--- config.mk ---
export PLATFORM = sky130hd
export DESIGN_NAME = ps2_kbd_ctrl
export DESIGN_NICKNAME = d
export VERILOG_FILES = /design/src/rtl/ps2_pkg.sv /design/src/rtl/ps2_event_fifo.sv /design/src/rtl/ps2_kbd_ctrl.sv
export SDC_FILE = /design/constraint.sdc
export NUM_CORES = 1
export LEC_CHECK = 0
export ABC_CLOCK_PERIOD_IN_PS = 5600
export CELL_PAD_IN_SITES_DETAIL_PLACEMENT = 0
export CELL_PAD_IN_SITES_GLOBAL_PLACEMENT = 1
export CORE_AREA = 8 8 130 132
export CTS_CLUSTER_DIAMETER = 120
export CTS_CLUSTER_SIZE = 24
export DETAILED_ROUTE_END_ITERATION = 6
export DIE_AREA = 0 0 138 140
export DONT_BUFFER_PORTS = 1
export PLACE_DENSITY_LB_ADDON = 0.1
export SLEW_MARGIN = 30
export SYNTH_ARGS = -nofsm -noshare
export SYNTH_HDL_FRONTEND = slang
export SYNTH_SLANG_ARGS = --single-unit
--- constraint.sdc ---
create_clock -name clk -period 5.6 [get_ports clk]
set_clock_uncertainty 0.15 [all_clocks]
set_input_delay 0.84 -clock clk [delete_from_list [all_inputs] [get_ports clk]]
set_output_delay 0.84 -clock clk [all_outputs]
set_load 0.005 [all_outputs]
--- src/rtl/ps2_pkg.sv ---
// rtl/ps2_pkg.sv - shared constants, event type and decoder states for the PS/2 scan-code sequencer
package ps2_pkg;

   localparam logic [7:0] PS2_EXT        = 8'hE0;
   localparam logic [7:0] PS2_BRK        = 8'hF0;
   localparam logic [7:0] PS2_PAUSE      = 8'hE1;
   localparam logic [7:0] PS2_OVR0       = 8'h00;
   localparam logic [7:0] PS2_OVR1       = 8'hFF;
   localparam logic [7:0] PS2_BAT        = 8'hAA;
   localparam logic [7:0] PS2_ACK        = 8'hFA;
   localparam logic [7:0] PS2_RESEND     = 8'hFE;
   localparam int         PS2_PAUSE_SKIP = 7;

   // "release" is a reserved word, hence is_release
   typedef struct packed {
      logic       is_release;
      logic       extended;
      logic [7:0] code;
   } ps2_event_t;

   typedef enum logic [2:0] {
      DEC_IDLE,
      DEC_EXT,
      DEC_BRK,
      DEC_EXT_BRK,
      DEC_PAUSE
   } ps2_dec_state_t;

   function automatic logic is_ovr_byte(input logic [7:0] b);
      return (b == PS2_OVR0) || (b == PS2_OVR1);
   endfunction

endpackage

--- src/rtl/ps2_event_fifo.sv ---
// rtl/ps2_event_fifo.sv - synchronous event FIFO; head entry presented combinationally, zero when empty
module ps2_event_fifo #(
   parameter int  DEPTH = 8,
   parameter type T     = logic [9:0],
   localparam int CNT_W = $clog2(DEPTH + 1),
   localparam int PTR_W = $clog2(DEPTH)
) (
   input  logic             clk,
   input  logic             rst,
   input  logic             push,
   input  T                 push_data,
   input  logic             pop,
   output T                 rd_data,
   output logic             full,
   output logic             empty,
   output logic [CNT_W-1:0] count
);

   T                 mem [DEPTH];
   logic [PTR_W-1:0] wr_ptr;
   logic [PTR_W-1:0] rd_ptr;
   logic             do_push;
   logic             do_pop;

   assign empty   = (count == '0);
   assign full    = (count == CNT_W'(DEPTH));
   assign do_pop  = pop & ~empty;
   // a pop frees the slot in the same cycle, so a full FIFO still takes a push
   assign do_push = push & (~full | do_pop);
   assign rd_data = empty ? T'('0) : mem[rd_ptr];

   always_ff @(posedge clk) begin
      if (rst) begin
         wr_ptr <= '0;
         rd_ptr <= '0;
         count  <= '0;
      end else begin
         if (do_push) wr_ptr <= wr_ptr + PTR_W'(1);
         if (do_pop)  rd_ptr <= rd_ptr + PTR_W'(1);
         count <= count + CNT_W'(do_push) - CNT_W'(do_pop);
      end
   end

   always_ff @(posedge clk) begin
      if (do_push) mem[wr_ptr] <= push_data;
   end

endmodule

--- src/rtl/ps2_kbd_ctrl.sv ---
// rtl/ps2_kbd_ctrl.sv - Set-2 prefix decoder feeding an event FIFO with irq; PS2_TYPEMATIC_FILTER_EN adds repeat suppression
module ps2_kbd_ctrl
   import ps2_pkg::*;
#(
   parameter int  DEPTH = 8,
   localparam int CNT_W = $clog2(DEPTH + 1)
) (
   input  logic             clk,
   input  logic             rst,
   input  logic             frame_valid,
   input  logic [7:0]       frame_data,
   output logic             frame_ready,
   output logic             event_valid,
   output logic [9:0]       event_data,
   input  logic             event_ready,
   output logic [CNT_W-1:0] fill_level,
   output logic             overflow,
   input  logic             overflow_clr,
   output logic             irq
);

   ps2_dec_state_t state, state_n;
   logic [2:0]     skip_cnt, skip_n;
   logic           hs;
   logic           push_req;
   ps2_event_t     push_ev;
   ps2_event_t     head;
   logic           ovr_dec;
   logic           fifo_push;
   logic           fifo_full;
   logic           fifo_empty;
   logic           drop;

   assign frame_ready = ~rst;
   assign hs          = frame_valid & frame_ready;

   always_ff @(posedge clk) begin
      if (rst) begin
         state    <= DEC_IDLE;
         skip_cnt <= '0;
      end else begin
         state    <= state_n;
         skip_cnt <= skip_n;
      end
   end

`ifdef PS2_TYPEMATIC_FILTER_EN
   logic pause_ev;
`endif

   always_comb begin
      state_n  = state;
      skip_n   = skip_cnt;
      push_req = 1'b0;
      push_ev  = '0;
      ovr_dec  = 1'b0;
`ifdef PS2_TYPEMATIC_FILTER_EN
      pause_ev = 1'b0;
`endif
      push_ev.code = frame_data;
      if (hs) begin
         case (state)
            DEC_IDLE: begin
               if (frame_data == PS2_EXT) state_n = DEC_EXT;
               else if (frame_data == PS2_BRK) state_n = DEC_BRK;
               else if (frame_data == PS2_PAUSE) begin
                  state_n = DEC_PAUSE;
                  skip_n  = 3'(PS2_PAUSE_SKIP);
               end else if (is_ovr_byte(frame_data)) ovr_dec = 1'b1;
               else if (!(frame_data == PS2_BAT || frame_data == PS2_ACK ||
                          frame_data == PS2_RESEND)) push_req = 1'b1;
            end
            DEC_EXT: begin
               if (frame_data == PS2_BRK) state_n = DEC_EXT_BRK;
               else if (frame_data != PS2_EXT) begin
                  state_n = DEC_IDLE;
                  if (is_ovr_byte(frame_data)) ovr_dec = 1'b1;
                  else begin
                     push_req         = 1'b1;
                     push_ev.extended = 1'b1;
                  end
               end
            end
            DEC_BRK, DEC_EXT_BRK: begin
               state_n = DEC_IDLE;
               if (is_ovr_byte(frame_data)) ovr_dec = 1'b1;
               else begin
                  push_req           = 1'b1;
                  push_ev.is_release = 1'b1;
                  push_ev.extended   = (state == DEC_EXT_BRK);
               end
            end
            DEC_PAUSE: begin
               // the E1 sequence is 8 bytes; the 7 trailing bytes are swallowed unchecked
               skip_n = skip_cnt - 3'd1;
               if (skip_cnt == 3'd1) begin
                  state_n          = DEC_IDLE;
                  push_req         = 1'b1;
                  push_ev.extended = 1'b1;
                  push_ev.code     = PS2_PAUSE;
`ifdef PS2_TYPEMATIC_FILTER_EN
                  pause_ev         = 1'b1;
`endif
               end
            end
            default: state_n = DEC_IDLE;
         endcase
      end
   end

`ifdef PS2_TYPEMATIC_FILTER_EN
   logic [511:0] pressed;
   logic [8:0]   key_idx;

   assign key_idx   = {push_ev.extended, push_ev.code};
   assign fifo_push = push_req & ~(~pause_ev & ~push_ev.is_release & pressed[key_idx]);

   // tracks key state independent of whether the FIFO accepted the event
   always_ff @(posedge clk) begin
      if (rst) pressed <= '0;
      else if (push_req && !pause_ev) pressed[key_idx] <= ~push_ev.is_release;
   end
`else
   assign fifo_push = push_req;
`endif

   ps2_event_fifo #(.DEPTH(DEPTH), .T(ps2_event_t)) u_fifo (
      .clk       (clk),
      .rst       (rst),
      .push      (fifo_push),
      .push_data (push_ev),
      .pop       (event_ready),
      .rd_data   (head),
      .full      (fifo_full),
      .empty     (fifo_empty),
      .count     (fill_level)
   );

   assign drop        = fifo_push & fifo_full & ~(event_ready & ~fifo_empty);
   assign event_valid = ~fifo_empty;
   assign event_data  = head;
   assign irq         = event_valid | overflow;

   always_ff @(posedge clk) begin
      if (rst) overflow <= 1'b0;
      else if (ovr_dec || drop) overflow <= 1'b1;
      else if (overflow_clr) overflow <= 1'b0;
   end

endmodule

# Yosys cells after proc, flatten, opt, wreduce, memory -nomap -nowiden
# Memories as Yosys holds them, arrays and structs flattened. A register that Yosys moved wholly into a read port is not among the register bits.
# Index checks and enable logic that the tools add are counted.
# word_totals
register_bits,17
latchBits,0
ramBits,80
mem_bits_ro,0
in_bits,13
out_inout_bits,18
elab_cells,98
mem_count,1
# classes
n_addsub,5
n_mul,0
div,0
n_lt_le_gt_ge,0
n_eq_ne,20
n_shift,0
muxes,43
bitwise_logic,11
reduce_logical,12
# mem_list
memory,words,width,read_ports,rd_clocked_by_memory_dff,wr,line_no,text
u_fifo.mem,8,10,1,1,1,ps2_event_fifo.sv:19,T mem [DEPTH];
# ops
op,n
$eq A8 B8 Y1 const B,7
$mux W3,11
$mux W1,22
$mux W10,2
$mux W9,1
$pmux W3 S3,1
$logic_not A8 Y1,1
$mux W8,1
$ne A2 B2 Y1 const B,4
$ne A8 B8 Y1 const B,1
$add A3 B1 Y3 const B,2
$eq A3 B1 Y1 const B,2
$eq A3 B2 Y1 const B,2
$pmux W1 S3,2
$pmux W3 S2,1
$and A1 B1 Y1,5
$reduce_and A5 Y1,1
$add A4 B1 Y4,1
$eq A4 B4 Y1 const B,1
$logic_not A4 Y1,1
$logic_or A1 B1 Y1,4
$ne A4 B4 Y1 const B,1
$not A1 Y1,4
$pmux W1 S4,1
other kinds (10),12

# Logic depth before layout (Yosys ltp)
# Gate-level depths: netlist of the first run.
# logic_depth
word_depth,14
mapped_depth,14
depth_no_buf,14

# Modules after synthesis
# From an unflattened synthesis of the first run, not the netlist that was laid out.
# hier_totals
cells_unflattened,298
area_unflattened_um2,4399.2
# by_module_without_submodules
module,n_inst,cells_each,area_each_um2,seq_area_each_um2
ps2_event_fifo,1,200,3694.8,2662.6
ps2_kbd_ctrl,1,98,704.4,140.1

# Least setup slack after synthesis of the first run
# OpenSTA, ideal clock, no wires.
# synth_path
kind,input -> register
from,input frame_data[4]
to,memory u_fifo.mem[4][0] (netlist name) (enable)
setup_time_ns,0.408
t_arrival_ns,3.094
required_time_ns,5.042
path_slack_ns,1.948
path_stages,8
n_path_buf,2
path_cell_list,buf_6 > nand3_1 > a211oi_1 > or4_1 > nor3_2 > o21ai_2 > buf_6 > nor4b_1
# synth_between
elab_chain_len,13
word_cells_on_any_way,25
classes_between,8 x eq/ne; 12 x mux; 1 x bitwise; 4 x reduce/logical
# synth_lines
element,line_no,text
from (decl),ps2_kbd_ctrl.sv:11,"input logic [7:0] frame_data,"
$eq A8 B8 Y1,ps2_kbd_ctrl.sv:70,else if (!(frame_data == PS2_BAT || frame_data == PS2_ACK ||
$logic_or A1 B1 Y1 (2 in series),ps2_kbd_ctrl.sv:70,
$mux W1,ps2_kbd_ctrl.sv:70,
$mux W1,ps2_kbd_ctrl.sv:69,end else if (is_ovr_byte(frame_data)) ovr_dec = 1'b1;
$mux W1,ps2_kbd_ctrl.sv:66,else if (frame_data == PS2_PAUSE) begin
$mux W1,ps2_kbd_ctrl.sv:65,else if (frame_data == PS2_BRK) state_n = DEC_BRK;
$mux W1,ps2_kbd_ctrl.sv:64,if (frame_data == PS2_EXT) state_n = DEC_EXT;
$pmux W1 S4 (*),ps2_kbd_ctrl.sv:62,case (state)
$mux W1 (*),ps2_kbd_ctrl.sv:61,if (hs) begin
$and A1 B1 Y1 (*),ps2_event_fifo.sv:29,assign do_push = push & (~full | do_pop);
$mux W1 (*),ps2_event_fifo.sv:45,if (do_push) mem[wr_ptr] <= push_data;
$mux W1 (not written as such) (*),ps2_event_fifo.sv:45,
to (decl),ps2_event_fifo.sv:19,
# Mark *: on every way between the ends. The rest lies on a longest branch, timed or not.

# Worst setup path in the final report of the first run
# layout_path
from,input frame_data[0]
to,register u_fifo.count[1]
# layout_between
elab_chain_len,13
word_cells_on_any_way,25
classes_between,2 x add/sub; 8 x eq/ne; 10 x mux; 1 x bitwise; 4 x reduce/logical
# layout_lines
element,line_no,text
$eq A8 B8 Y1,ps2_kbd_ctrl.sv:70,
$logic_or A1 B1 Y1 (2 in series),ps2_kbd_ctrl.sv:70,
$mux W1,ps2_kbd_ctrl.sv:70,
$mux W1,ps2_kbd_ctrl.sv:69,
$mux W1,ps2_kbd_ctrl.sv:66,
$mux W1,ps2_kbd_ctrl.sv:65,
$mux W1,ps2_kbd_ctrl.sv:64,
$pmux W1 S4 (*),ps2_kbd_ctrl.sv:62,
$mux W1 (*),ps2_kbd_ctrl.sv:61,
$and A1 B1 Y1 (*),ps2_event_fifo.sv:29,
named net u_fifo.do_push,ps2_event_fifo.sv:22,logic do_push;
$add A4 B1 Y4 (*),ps2_event_fifo.sv:40,count <= count + CNT_W'(do_push) - CNT_W'(do_pop);
$sub A4 B1 Y4 (*),ps2_event_fifo.sv:40,
to (signal assigned),ps2_event_fifo.sv:40,
to (decl),ps2_event_fifo.sv:16,output logic [CNT_W-1:0] count
# The timed path passes the listed nets; every way through them passes the cells marked *.
# A chain may end at the register's enable or synchronous reset.

==> flow_summary.yaml, run 1 <==
synthesis:
  syn-num-nets: 320
  synth_edf_count: 80
  ys_warn_count: 0
  ys_seq_area_frac: 0.640
  synth_seq_cells: 100
  synth_top_area_share: 0.548
  synth_cell_types: 48
  netlist_instances: 296
  yosysMostFrequentCell: "edfxtp_1"
  syn-cell-area_mm2: 0.00438
  avgSynthCellArea_um2: 14.8
  synth_top_area_cell: "edfxtp_1"
  synth_ff_type: "edfxtp_1"
  synth_common_cells: "80 x edfxtp_1, 26 x nor2_1, 20 x dfxtp_1, 20 x mux4_2, 16 x inv_1"
  synth.area.top_cells: "edfxtp_1 55%, mux4_2 10%, dfxtp_1 9.1%, ha_1 2.9%, mux2i_1 2.7%"
  async_flop_share: 0
cells_and_area:
  fin_cells: 495
  syn_to_final_growth_pct: 13.4
  drive_gt1_frac: 0.208
  diodes: 0
  design_area_mm2: 0.00497
  nNetsFinal: 326
drt:
  wl_per_cell_um: 19.7
  dr.first_iter.drc_count: 101
  vias: 2383
  route.detailed.drc: 0
  drt_wl_total_mm: 9.74
  vias_per_cell: 4.81
  ant_nets: 0
  drt_first_pass_iters: 4
worst_setup_path:
  crit_path_end_kind: "flop"
  regToRegSetupSlack_ns: 2.51
  cp_slowest_cell: "o21ai_2"
  crit_path_end: "u_fifo.count[1]"
  start_kind: "primary input"
  cp_top_family: "compound AO/OA/AOI/OAI gates"
  crit_cells: 9
  r2r_cells: 10
  slowest_delay_ns: 0.64
  worstPathArrival_ns: 3.47
  critPathLaunch: "frame_data[0]"
  crit_type: "in -> reg"
  cp_max_fo: 11
  required_ns: 5.74
  r2r_start: "state[2]"
  crit_buf_inv: 2
  timing.rr.end: "u_fifo.count[1]"
  worstPathCellList: "or4_1, o21ai_2, o311ai_1, o21ai_2, inv_1, ha_1, inv_1, fa_1, nor2_1"
sta:
  setup_viol: 0
  worst_pin_slew_ns: 0.770
  finalCriticalPeriod_ns: 3.34
  fin_tns_setup_ns: 0
  hold_viol_final: 0
  rsz0062_at_grt: "false"
  finalCritPeriodShare: 0.596
  worst_slack_ns: 2.26
  fmax_mhz: 300
  relSlewSlack: 0.482
  finalMaxSlewViolations: 0
global_routing:
  grt_max_degree: 21
  met3_usage: 0.0358
  grt_pass1_vias: 2443
  grt.busiest_layer: "met2"
  antenna_found_initial: 0
  met1_usage: 0.126
  grt.total_usage: 0.104
  grt_overflow: 0
  grt_pass1_wl_mm: 15.2
  met2_usage: 0.174
status:
  outcome: "finished clean"
min_path:
  min_path_type: "reg -> reg"
place:
  dp_hpwl_mm: 6.70
  post_dp_cell_area_mm2: 0.00467
  globalplace.congestion: 0.697
  io_buffers: 0
  dp.cells: 477
  place_ws_ns: 1.87
job:
  maxCapViolCount: 0
power:
  power.density_mw_per_mm2: 392
  p_leak_uw: 0.00157
  max-vdd-ir-drop_v: 0.000229
clocking:
  clk_latency_ns: 0.35
  cts-resized-gates: 0
  htreeDepth: 3
  clock-sinks: 100
  clk_pin_slew_worst_paths_ns: 0.07
  cts_hold_buf: 0
  clk_path_buf_depth: 2
  cts_buffers: 9
  postCtsSetupBuffers: 0
  cts-root-buf: "clkbuf_16"
  cts_tree: "done"
floorplan:
  die_h_um: 140
  rows: 45
  core_mm2: 0.0149
  die_area_mm2: 0.0193
  initial_core_util: 0.295
  io_pins: 31
  die_x_um: 138
cells in the final DEF (no fill, tap or decap), types with 4 or more instances in the layout:
cell type and n:
dfxtp_1 19, nor3_1 4, nor2_1 26, buf_4 7, a211oi_1 4, a21oi_1 11, nand2_1 14, nand3_1 4
nor2b_1 4, clkbuf_16 9, inv_1 16, mux2i_1 12, edfxtp_1 80, nand2b_1 8, ha_1 10, mux4_2 20
where the power goes:
| part | internal (uW) | switching, uW | leakage (uW) |
|---|---|---|---|
| Sequential | 849 | 60.0 | 0.000876 |
| Combinational | 208 | 246 | 0.000559 |
| Clock | 306 | 276 | 0.000139 |
how the worst min path moves through the flow:
| stage | startpoint | end | slack (ns) | cells past startpoint |
|---|---|---|---|---|
| global route | skip_cnt[1] | skip_cnt[1] | 0.37 | 2 |
| finish | u_fifo.rd_ptr[1] | flop | 0.34 | 2 |
| detailed placement | u_fifo.rd_ptr[1] | flop | 0.33 | 2 |
| CTS | u_fifo.rd_ptr[1] | flop | 0.34 | 2 |
| floorplan | u_fifo.rd_ptr[1] | flop | 0.30 | 2 |
| global placement | u_fifo.rd_ptr[1] | u_fifo.rd_ptr[1] | 0.33 | 2 |
metrics by stage:
| step | util | power (uW) | hold WS [ns] |
|---|---|---|---|
| 3_5_place_dp | 0.314 | 1400 | 0.327 |
| 2_1_floorplan | - | 1250 | 0.304 |
| 4_1_cts | 0.333 | 1990 | 0.337 |
| 3_3_place_gp | 0.312 | 1400 | 0.332 |
| 6_report | 0.334 | 1950 | 0.339 |
| 5_1_grt | 0.334 | 2060 | 0.371 |
sequential cells by signal, indices dropped and copies added, names as in the netlist, named ones only:
name and cells:
u_fifo.mem 80, u_fifo.count 4, skip_cnt 3, state 3
u_fifo.rd_ptr 3, u_fifo.wr_ptr 3, overflow 1
layer usage:
layer,vias up,part of all wire
met5,-,0
met4,0,0.0079
met3,5,0.041
met2,31,0.51
met1,1211,0.45
li1,1136,-
area by class of cell:
cell class / instances / area (um^2)
Fill cell: 1479 / 9890
Sequential cell: 100 / 2800
Multi-Input combinational cell: 165 / 1500
Tap cell: 188 / 235
Clock buffer: 10 / 229
Timing Repair Buffer: 10 / 86.3
Inverter: 16 / 60.1
Clock inverter: 6 / 52.6
worst reg2reg max path, cell delays in order (launching register included):
cell      delay, ns
dfxtp_1        0.57
nor2_1         0.19
and4_4         0.23
a41oi_2        0.15
o311ai_1       0.18
o21ai_2        0.64
inv_1          0.11
ha_1           0.23
inv_1          0.07
fa_1           0.40
nor2_1         0.10
cells by family after synthesis:
family | synth area share
AO/OA/AOI/OAI | 0.0451
XOR/XNOR | 0.00800
adder cells (fa/ha/maj) | 0.0331
buffers and inverters | 0.0337
flip-flops | 0.640
multiplexers | 0.133
AND/OR/NAND/NOR | 0.108
No activity file was read; power rests on OpenSTA's default activity.
==> run 2, diff against run 1 <==
--- a/config.mk
+++ b/config.mk
@@ -5,7 +5,7 @@
 export SDC_FILE = /design/constraint.sdc
 export NUM_CORES = 1
 export LEC_CHECK = 0
-export ABC_CLOCK_PERIOD_IN_PS = 5600
+export ABC_CLOCK_PERIOD_IN_PS = 3000
 export CELL_PAD_IN_SITES_DETAIL_PLACEMENT = 0
 export CELL_PAD_IN_SITES_GLOBAL_PLACEMENT = 1
 export CORE_AREA = 8 8 130 132
==> constraint.sdc (replaced) <==
create_clock -name clk -period 3 [get_ports clk]
set_clock_uncertainty 0.15 [all_clocks]
set_input_delay 0.45 -clock clk [delete_from_list [all_inputs] [get_ports clk]]
set_output_delay 0.45 -clock clk [all_outputs]
set_load 0.005 [all_outputs]
==> run 2 against run 1 <==
Non-clock buffer count rose by 19. Critical path depth fell by 4. Sequential share of layout area fell by 1.6 points. Worst hold slack got worse by 0.31 ns. Clock power rose by 82%. Power rose by 86%. Die area did not move. Largest cell class unchanged.
==> flow_summary.yaml, run 2 (synthesis gave the netlist of run 1 again) <==
global_routing:
  antenna_found_initial: 0
  grt_overflow: 0
  grt_max_degree: 21
  grt_pass1_vias: 2632
  grt_pass1_wl_mm: 16.2
  grt.total_usage: 0.112
cells_and_area:
  regMostFlops: "u_fifo.mem"
  layout_commonest_cell: "edfxtp_1"
  largest_reg_flops: 80
  design_area_mm2: 0.00511
  final_util: 0.344
  drive_gt1_frac: 0.241
  diodes: 0
  syn_to_final_growth_pct: 16.6
  fillCellCount: 1485
  top_regs: "u_fifo.mem (80), u_fifo.count (4)"
  layout_common_cells: "80 x edfxtp_1, 26 x nor2_1, 25 x buf_4"
  nNetsFinal: 345
status:
  outcome: "finished clean"
sta:
  hold_viol_final: 0
  finalMaxSlewViolations: 0
  finalCritPeriodShare: 0.869
  relSlewSlack: 0.423
  setup_viol: 0
  worst_slack_ns: 0.394
  finalCriticalPeriod_ns: 2.61
  worst_pin_slew_ns: 0.859
  fmax_mhz: 384
  rsz0062_at_grt: "false"
place:
  io_buffers: 0
  globalplace.congestion: 0.724
  place_ws_ns: 0.108
  post_dp_cell_area_mm2: 0.00482
  dp_hpwl_mm: 6.99
floorplan:
  die_h_um: 140
  initial_core_util: 0.295
  die_area_mm2: 0.0193
  core_mm2: 0.0149
  die_x_um: 138
  io_pins: 31
  rows: 45
worst_setup_path:
  regToRegSetupSlack_ns: 0.39
  crit_type: "reg -> reg"
  r2r_start: "state[1]"
  critPathLaunch: "state[1]"
  cp_slowest_cell: "nor4b_4"
  worstPathArrival_ns: 2.42
  cp_max_fo: 10
  r2r_cells: 5
  crit_path_end_kind: "flop"
  crit_cells: 5
  worstPathCellList: "or4_1, nor3_2, o21ai_2, buf_4, nor4b_4"
  start_kind: "flop"
  cp_top_family: "simple AND/OR/NAND/NOR gates"
  required_ns: 2.82
  timing.rr.end: "u_fifo.mem[2][4]"
  crit_path_end: "u_fifo.mem[2][4]"
  slowest_delay_ns: 0.71
  crit_buf_inv: 1
drt:
  vias_per_cell: 4.79
  ant_nets: 0
  wl_per_cell_um: 20.4
  vias: 2454
  drt_first_pass_iters: 4
  route.detailed.drc: 0
  drt_wl_total_mm: 10.5
  dr.first_iter.drc_count: 129
clocking:
  clk_path_buf_depth: 2
  cts-root-buf: "clkbuf_16"
  cts_buffers: 9
  clk_latency_ns: 0.34
  clock-sinks: 100
  htreeDepth: 3
  cts_tree: "done"
  clk_pin_slew_worst_paths_ns: 0.07
min_path:
  min_from: "rst"
  min_path_type: "in -> reg"
power:
  power.density_mw_per_mm2: 709
  max-vdd-ir-drop_v: 0.000310
  p_leak_uw: 0.00165
job:
  maxCapViolCount: 0
[run 2: power breakdown]
part,internal (uW),switching (uW)
clock,557,501
sequential,1580,72.7
combinational,404,506
[run 2: worst register-to-register path: cells and delay by family (launching register included)]
kind | cells | cell delay (ns)
simple gates | 3 | 1.42
buf+inv | 1 | 0.20
flops | 1 | 0.33
compound gates | 1 | 0.12
[run 2: worst min-delay path by stage]
stage | end | slack, ns | depth (start not counted)
floorplan | flop | 0.30 | 2
detailed placement | u_fifo.rd_ptr[1] | 0.32 | 2
global route | flop | 0.0007 | 1
CTS | skip_cnt[2] | 0.0005 | 1
finish | u_fifo.count[2] | 0.03 | 1
global placement | u_fifo.rd_ptr[1] | 0.32 | 2
[run 2: per-layer routing]
metal / up-vias / GRT usage / routed length (um)
met2: 33 / 0.192 / 5430
met4: 0 / 0.0309 / 86
li1: 1174 / - / -
met3: 7 / 0.0412 / 396
met1: 1240 / 0.127 / 4550
met5: - / 0 / 0
[run 2: final cells by class]
cell class / count / area, um^2 / area share
Sequential cell: 100 / 2800 / 0.548
Multi-Input combinational cell: 165 / 1510 / 0.296
Timing Repair Buffer: 29 / 238 / 0.0465
Tap cell: 188 / 235 / 0.0460
Clock buffer: 9 / 225 / 0.0441
Inverter: 16 / 60.1 / 0.0118
Clock inverter: 5 / 38.8 / 0.00759
[run 2: through the flow]
step	TNS (ns)	power [uW]	hold slack, ns	instances
floorplan	-9.13	2340	0.304	296
global placement	0	2630	0.316	495
detailed placement	0	2650	0.322	495
CTS	0	3740	0.000538	511
global route	0	3880	0.000706	512
finish	0	3630	0.0254	512
[run 2: repair_timing]
item,CTS,global route
setup endpoints to repair,0,0
setup buffers,0,0
hold endpoints to repair,4,2
resized for setup,0,0
hold buffers,2,1
==> run 3, diff against run 2 <==
--- a/config.mk
+++ b/config.mk
@@ -9,6 +9,7 @@
 export CELL_PAD_IN_SITES_DETAIL_PLACEMENT = 0
 export CELL_PAD_IN_SITES_GLOBAL_PLACEMENT = 1
 export CORE_AREA = 8 8 130 132
+export CTS_BUF_LIST = sky130_fd_sc_hd__clkbuf_2
 export CTS_CLUSTER_DIAMETER = 120
 export CTS_CLUSTER_SIZE = 24
 export DETAILED_ROUTE_END_ITERATION = 6
==> run 3 against run 2 <==
Combinational power rose by 1%. Core utilization is 0.85 points lower. Die area unchanged. Routed wire length increased by 0.14%. Register-to-register slack worse by 0.03 ns. Maximum frequency is 3.9% lower. Critical path type is now reg -> out. Largest power group unchanged.
==> flow_summary.yaml, run 3 (synthesis gave the netlist of run 1 again) <==
floorplan:
  die_h_um: 140
  core_mm2: 0.0149
  rows: 45
  die_x_um: 138
  io_pins: 31
  die_area_mm2: 0.0193
  initial_core_util: 0.295
place:
  globalplace.congestion: 0.724
  io_buffers: 0
  dp_hpwl_mm: 6.99
sta:
  setup_viol: 0
  worst_pin_slew_ns: 0.867
  fmax_mhz: 369
  relSlewSlack: 0.417
  hold_viol_final: 0
  finalCriticalPeriod_ns: 2.71
  whs_ns: 0.0773
  rsz0062_at_grt: "false"
  finalMaxSlewViolations: 0
  fin_tns_setup_ns: 0
  finalCritPeriodShare: 0.904
global_routing:
  grt.total_usage: 0.112
  grt_pass1_vias: 2627
  grt_pass1_wl_mm: 16.3
  grt_max_degree: 21
  antenna_found_initial: 0
  grt_overflow: 0
cells_and_area:
  fillCellCount: 1491
  largest_reg_flops: 80
  top_regs: "u_fifo.mem (80), u_fifo.count (4)"
  final_util: 0.335
  nNetsFinal: 350
  multi_input_area_mm2: 0.00151
  layout_common_cells: "80 x edfxtp_1, 26 x nor2_1, 24 x buf_4"
  syn_to_final_growth_pct: 13.8
  seq_area_mm2: 0.00280
  layout_commonest_cell: "edfxtp_1"
  regMostFlops: "u_fifo.mem"
  diodes: 0
  drive_gt1_frac: 0.237
power:
  p_sw_frac: 0.334
  power_switching_uw: 1050
  seqPwrFrac: 0.526
  intPower_uw: 2100
  p_leak_uw: 0.00160
  combPwrFrac: 0.293
  p_clk_frac: 0.182
  max-vdd-ir-drop_v: 0.000309
  power.density_mw_per_mm2: 633
  power_uw: 3150
drt:
  vias: 2452
  wl_per_cell_um: 20.3
  drt_wl_total_mm: 10.5
  drt_first_pass_iters: 4
  route.detailed.drc: 0
  dr.first_iter.drc_count: 96
  ant_nets: 0
  vias_per_cell: 4.74
worst_setup_path:
  crit_buf_inv: 1
  regToRegSetupSlack_ns: 0.36
  cp_max_fo: 20
  crit_type: "reg -> out"
  cp_slowest_cell: "mux4_2"
  timing.rr.end: "u_fifo.mem[2][4]"
  slowest_delay_ns: 0.55
  r2r_start: "state[1]"
  worstPathCellList: "buf_6, mux4_2, mux2i_1, nor2_1"
  r2r_cells: 5
  start_kind: "flop"
  crit_path_end_kind: "output port"
  worstPathArrival_ns: 2.11
  cp_top_family: "multiplexers"
  required_ns: 2.40
clocking:
  clk_latency_ns: 0.59
  cts-root-buf: "clkbuf_2"
  cts_tree: "done"
  clk_path_buf_depth: 2
  clock-sinks: 100
  htreeDepth: 3
  clk_pin_slew_worst_paths_ns: 0.29
  cts_buffers: 9
min_path:
  hold_path_depth: 1
  min_from: "frame_data[3]"
  min_to: "u_fifo.mem[2][3]"
  min_path_type: "in -> reg"
status:
  outcome: "finished clean"
job:
  maxCapViolCount: 0
run 3: cell count changes in the layout (fill, tap and decap cells not counted), sizes merged:
cell,before,now
dlygate4sd3,3,8
run 3: layout make-up:
type                    count  area share
flip-flops and latches    100       0.562
multi-input cells         165       0.303
repair buffers             34      0.0585
well taps                 188      0.0472
inverters                  16      0.0120
clock buffers               9     0.00904
clock inverters             5     0.00778
run 3: worst reg2reg max path, cell delays in order, from the launching register on:
cell and delay (ns):
dfxtp_1 0.39, or4_1 0.53, nor3_2 0.18, o21ai_2 0.12, buf_4 0.20, nor4b_4 0.70
run 3: timing repair:
item,4_1_cts,5_1_grt
hold endpoints to repair,36,0
endpoints found under the setup margin,0,5
hold buffers,8,0
gates resized for setup,0,1
buffers inserted,0,0
run 3: power by group through the flow:
| stage | Clock (uW) | Combinational [uW] | Sequential (uW) |
|---|---|---|---|
| floorplan | 0 | 678 | 1660 |
| global placement | 0 | 943 | 1690 |
| detailed placement | 0 | 954 | 1690 |
| CTS | 604 | 971 | 1660 |
| global route | 658 | 1060 | 1670 |
| finish | 572 | 923 | 1660 |
run 3: per-stage QoR:
step | area, um^2 | instances | setup WS [ns]
after global placement | 4820 | 495 | 0.169
after floorplan | 4380 | 296 | -0.262
final | 4980 | 517 | 0.288
after global routing | 4980 | 517 | 0.0273
after CTS | 4980 | 517 | 0.0703
after detailed placement | 4820 | 495 | 0.108
run 3: worst max-delay path by stage:
stage / end / start / cells after the start / slack (ns)
5_1_grt: event_data[9] / flop / 4 / 0.03
4_1_cts: event_data[9] / flop / 4 / 0.07
2_1_floorplan: u_fifo.mem[4][0] / frame_data[4] / 8 / -0.26
3_3_place_gp: u_fifo.count[3] / frame_data[1] / 12 / 0.17
3_5_place_dp: u_fifo.mem[2][6] / frame_data[7] / 7 / 0.11
6_report: event_data[9] / flop / 4 / 0.29
run 3: metal layers:
metal	track usage	vias to the layer above	wire length, um
met3	0.0372	8	384
met4	0.0292	0	108
li1	-	1187	-
met5	0	-	0
met2	0.192	34	5360
met1	0.131	1223	4620
==> RTL edit: new RTL, flow settings as in run 1 <==
`DEPTH` is set to 8 in 2 places; all go to 4.
--- a/src/rtl/ps2_event_fifo.sv
+++ b/src/rtl/ps2_event_fifo.sv
@@ -1,5 +1,5 @@
 // rtl/ps2_event_fifo.sv - synchronous event FIFO; head entry presented combinationally, zero when empty
 module ps2_event_fifo #(
-   parameter int  DEPTH = 8,
+   parameter int  DEPTH = 4,
    parameter type T     = logic [9:0],
    localparam int CNT_W = $clog2(DEPTH + 1),
--- a/src/rtl/ps2_kbd_ctrl.sv
+++ b/src/rtl/ps2_kbd_ctrl.sv
@@ -3,5 +3,5 @@
    import ps2_pkg::*;
 #(
-   parameter int  DEPTH = 8,
+   parameter int  DEPTH = 4,
    localparam int CNT_W = $clog2(DEPTH + 1)
 ) (
Interface: changed (resized fill_level); port bits go from 31 to 30. No check against the original RTL was run, so the function may have changed too.
==> RTL edit against run 1 <==
  * Cell area down 40%
  * Final cell count down 22%
  * Largest cell class unchanged
  * Largest power group unchanged
  * Worst setup slack better by 0.42 ns
  * Global-route usage down 3.3 points
  * Wire length down 31%
  * Sequential share of layout area down 5.5 points
  * Non-clock buffer count down 10
  * Sequential cell count down 44
  * Area after synthesis down 40%
  * Synthesized cell count down 34%
  * Worst hold slack better by 0.016 ns
  * Power down 45%
  * Critical path type unchanged
  * Critical path depth up 1
==> RTL edit: results (changes against run 1) <==
- Skew-Pair Late Insertion Delay: 0.30 ns (-0.05 ns)
- Max FFs per register: 40 (-50%)
- Cell family with most CP delay: compound AO/OA/AOI/OAI gates
- Total CTS buffers: 5 (-4)
- Pin count of the biggest net entering global routing: 19 (-9.5%)
- Vias per Instance: 3.86 (-20%)
- Cells on worst reg2reg path: 9 (-1)
- Most frequent cells after synthesis: 40 x edfxtp_1, 18 x and2_1, 16 x dfxtp_1, 13 x inv_1, 12 x nor2_1
- Synth cell types: 47 (-2.1%)
- Post-DP Area: 0.00284 mm2 (-39%)
- Clock buffer depth: 2 (unchanged)
- Place WS: 2.37 ns (+0.496 ns)
- Critical path arrival: 2.96 ns (-0.51 ns)
- RR Endpoint: u_fifo.count[2]
- CP max stage cell: fa_1
- Final std cells w/o fill: 385 (-22%)
- Routed wire length: 6.69 mm (-31%)
- PortBufs: 0 (unchanged)
- Syn. warnings: 0 (unchanged)
- Reg2reg start: u_fifo.count[2]
- Sequential share of the synthesized area: 0.578 (-0.0617)
- Post-synth EDFFs: 40 (-50%)
- Post-CTS Setup Repair Bufs: 0 (unchanged)
- Fillers: 1622 (+9.7%)
- Max VDD drop: 0.104 mV (-54%)
- Synth Net Count: 217 (-32%)
- Share of layout cells above drive strength 1: 0.132 (-0.0765)
- 1st-pass router iterations: 4 (unchanged)
- Number of global-route vias before repair: 1579 (-35%)
- HPWL Detailed: 4.90 mm (-27%)
- Hold Path End: skip_cnt[1]
- Ranking of synthesized cells by area: edfxtp_1 46%, dfxtp_1 12%, mux4_2 8.6%
- GP Congestion: 0.674 (-3.3%)
- Register bank with the most flops: u_fifo.mem
- N_diodes: 0 (unchanged)
- Initial antenna violation count: 0 (unchanged)
- First-pass GRT wire length: 10.1 mm (-33%)
- Worst-path maximum fanout: 6 (-5)
- Worst reg-to-reg setup slack: 2.79 ns (+0.28 ns)
- Clk slew on worst S/H paths: 0.07 ns (about the same)
- Lkg Pwr: 0.949 nW (-40%)
- Share of flip-flops with an asynchronous set or reset: 0 (unchanged)
- Total GRT Usage: 0.0705 (-0.0334)
- DR iter-0 viols: 83 (-18%)
- Run status: finished, final reports clean
- HP Start: skip_cnt[1]
- Slew HR: 0.509 (+0.0274)
- # placed instances: 377 (-21%)
- Gate Count Post-Synth: 195 (-34%)
- HP Class: reg -> reg
- Crit path largest cell delay: 0.38 ns (-0.26 ns)
- H-tree depth: 2 (-1)
## RTL edit: cell count changes in the layout (fill, tap and decap cells not counted), moves of 4 or more
cell / run 1 / this run
edfxtp_1: 80 / 40
and2_1: 3 / 18
nor2_1: 26 / 12
mux2i_1: 12 / 2
mux4_2: 20 / 10
nand2_1: 14 / 6
buf_4: 7 / 0
a21oi_1: 11 / 6
clkbuf_16: 9 / 5
## RTL edit: layout make-up
cell class                 count  share of cell area
clock inverter                 3             0.00796
tap                          188              0.0788
multi-input combinational    119               0.344
sequential                    56               0.510
clock buffer                   5              0.0419
inverter                      14              0.0176
## RTL edit: metrics by stage
step,hold slack (ns),utilization,power (mW)
6_report,0.355,0.201,1.07
3_5_place_dp,0.339,0.191,0.782
2_1_floorplan,0.309,-,0.710
5_1_grt,0.384,0.201,1.14
3_3_place_gp,0.336,0.191,0.785
4_1_cts,0.353,0.201,1.11
## RTL edit: cell families (layout without fill, tap and decap cells)
| family | count (synthesis) | in the layout | synth area share |
|---|---|---|---|
| compound gates | 23 | 23 | 0.0746 |
| xor+xnor | 4 | 4 | 0.0133 |
| fa+ha+maj | 9 | 9 | 0.0456 |
| buf+inv | 20 | 22 | 0.0318 |
| flops | 56 | 56 | 0.578 |
| mux | 13 | 13 | 0.0989 |
| simple gates | 70 | 70 | 0.158 |
## RTL edit: worst min-delay path, delay by kind of cell, from the launching register on
family | cells | cell delay, ns
AOI/OAI and AO/OA | 1 | 0.05
DFF | 1 | 0.31
and+or+nand+nor | 1 | 0.10
## RTL edit: where the power goes
part | internal, mW | total [mW] | switching (mW) | leakage (nW)
combinational | 0.116 | 0.228 | 0.112 | 0.380
sequential | 0.479 | 0.527 | 0.0477 | 0.503
clock | 0.167 | 0.320 | 0.153 | 0.0660
## RTL edit: worst max path at each step
| stage | from | endpoint | slack, ns | cells past startpoint |
|---|---|---|---|---|
| CTS | flop | event_data[9] | 2.61 | 2 |
| floorplan | frame_data[4] | u_fifo.count[2] | 2.39 | 11 |
| global placement | frame_data[2] | u_fifo.count[2] | 2.36 | 10 |
| finish | frame_data[2] | u_fifo.count[2] | 2.69 | 10 |
| detailed placement | frame_data[2] | u_fifo.count[2] | 2.37 | 10 |
| global route | frame_data[5] | u_fifo.count[2] | 2.50 | 10 |
## RTL edit: layer usage
layer  GRT usage  wire length [um]  part of all wire  vias to the layer above
li1            -                 -                 -                      725
met3      0.0254               294             0.044                        6
met4      0.0275                87             0.013                        0
met2       0.119              3290              0.49                       19
met5           0                 0                 0                        -
met1      0.0794              3010              0.45                      735
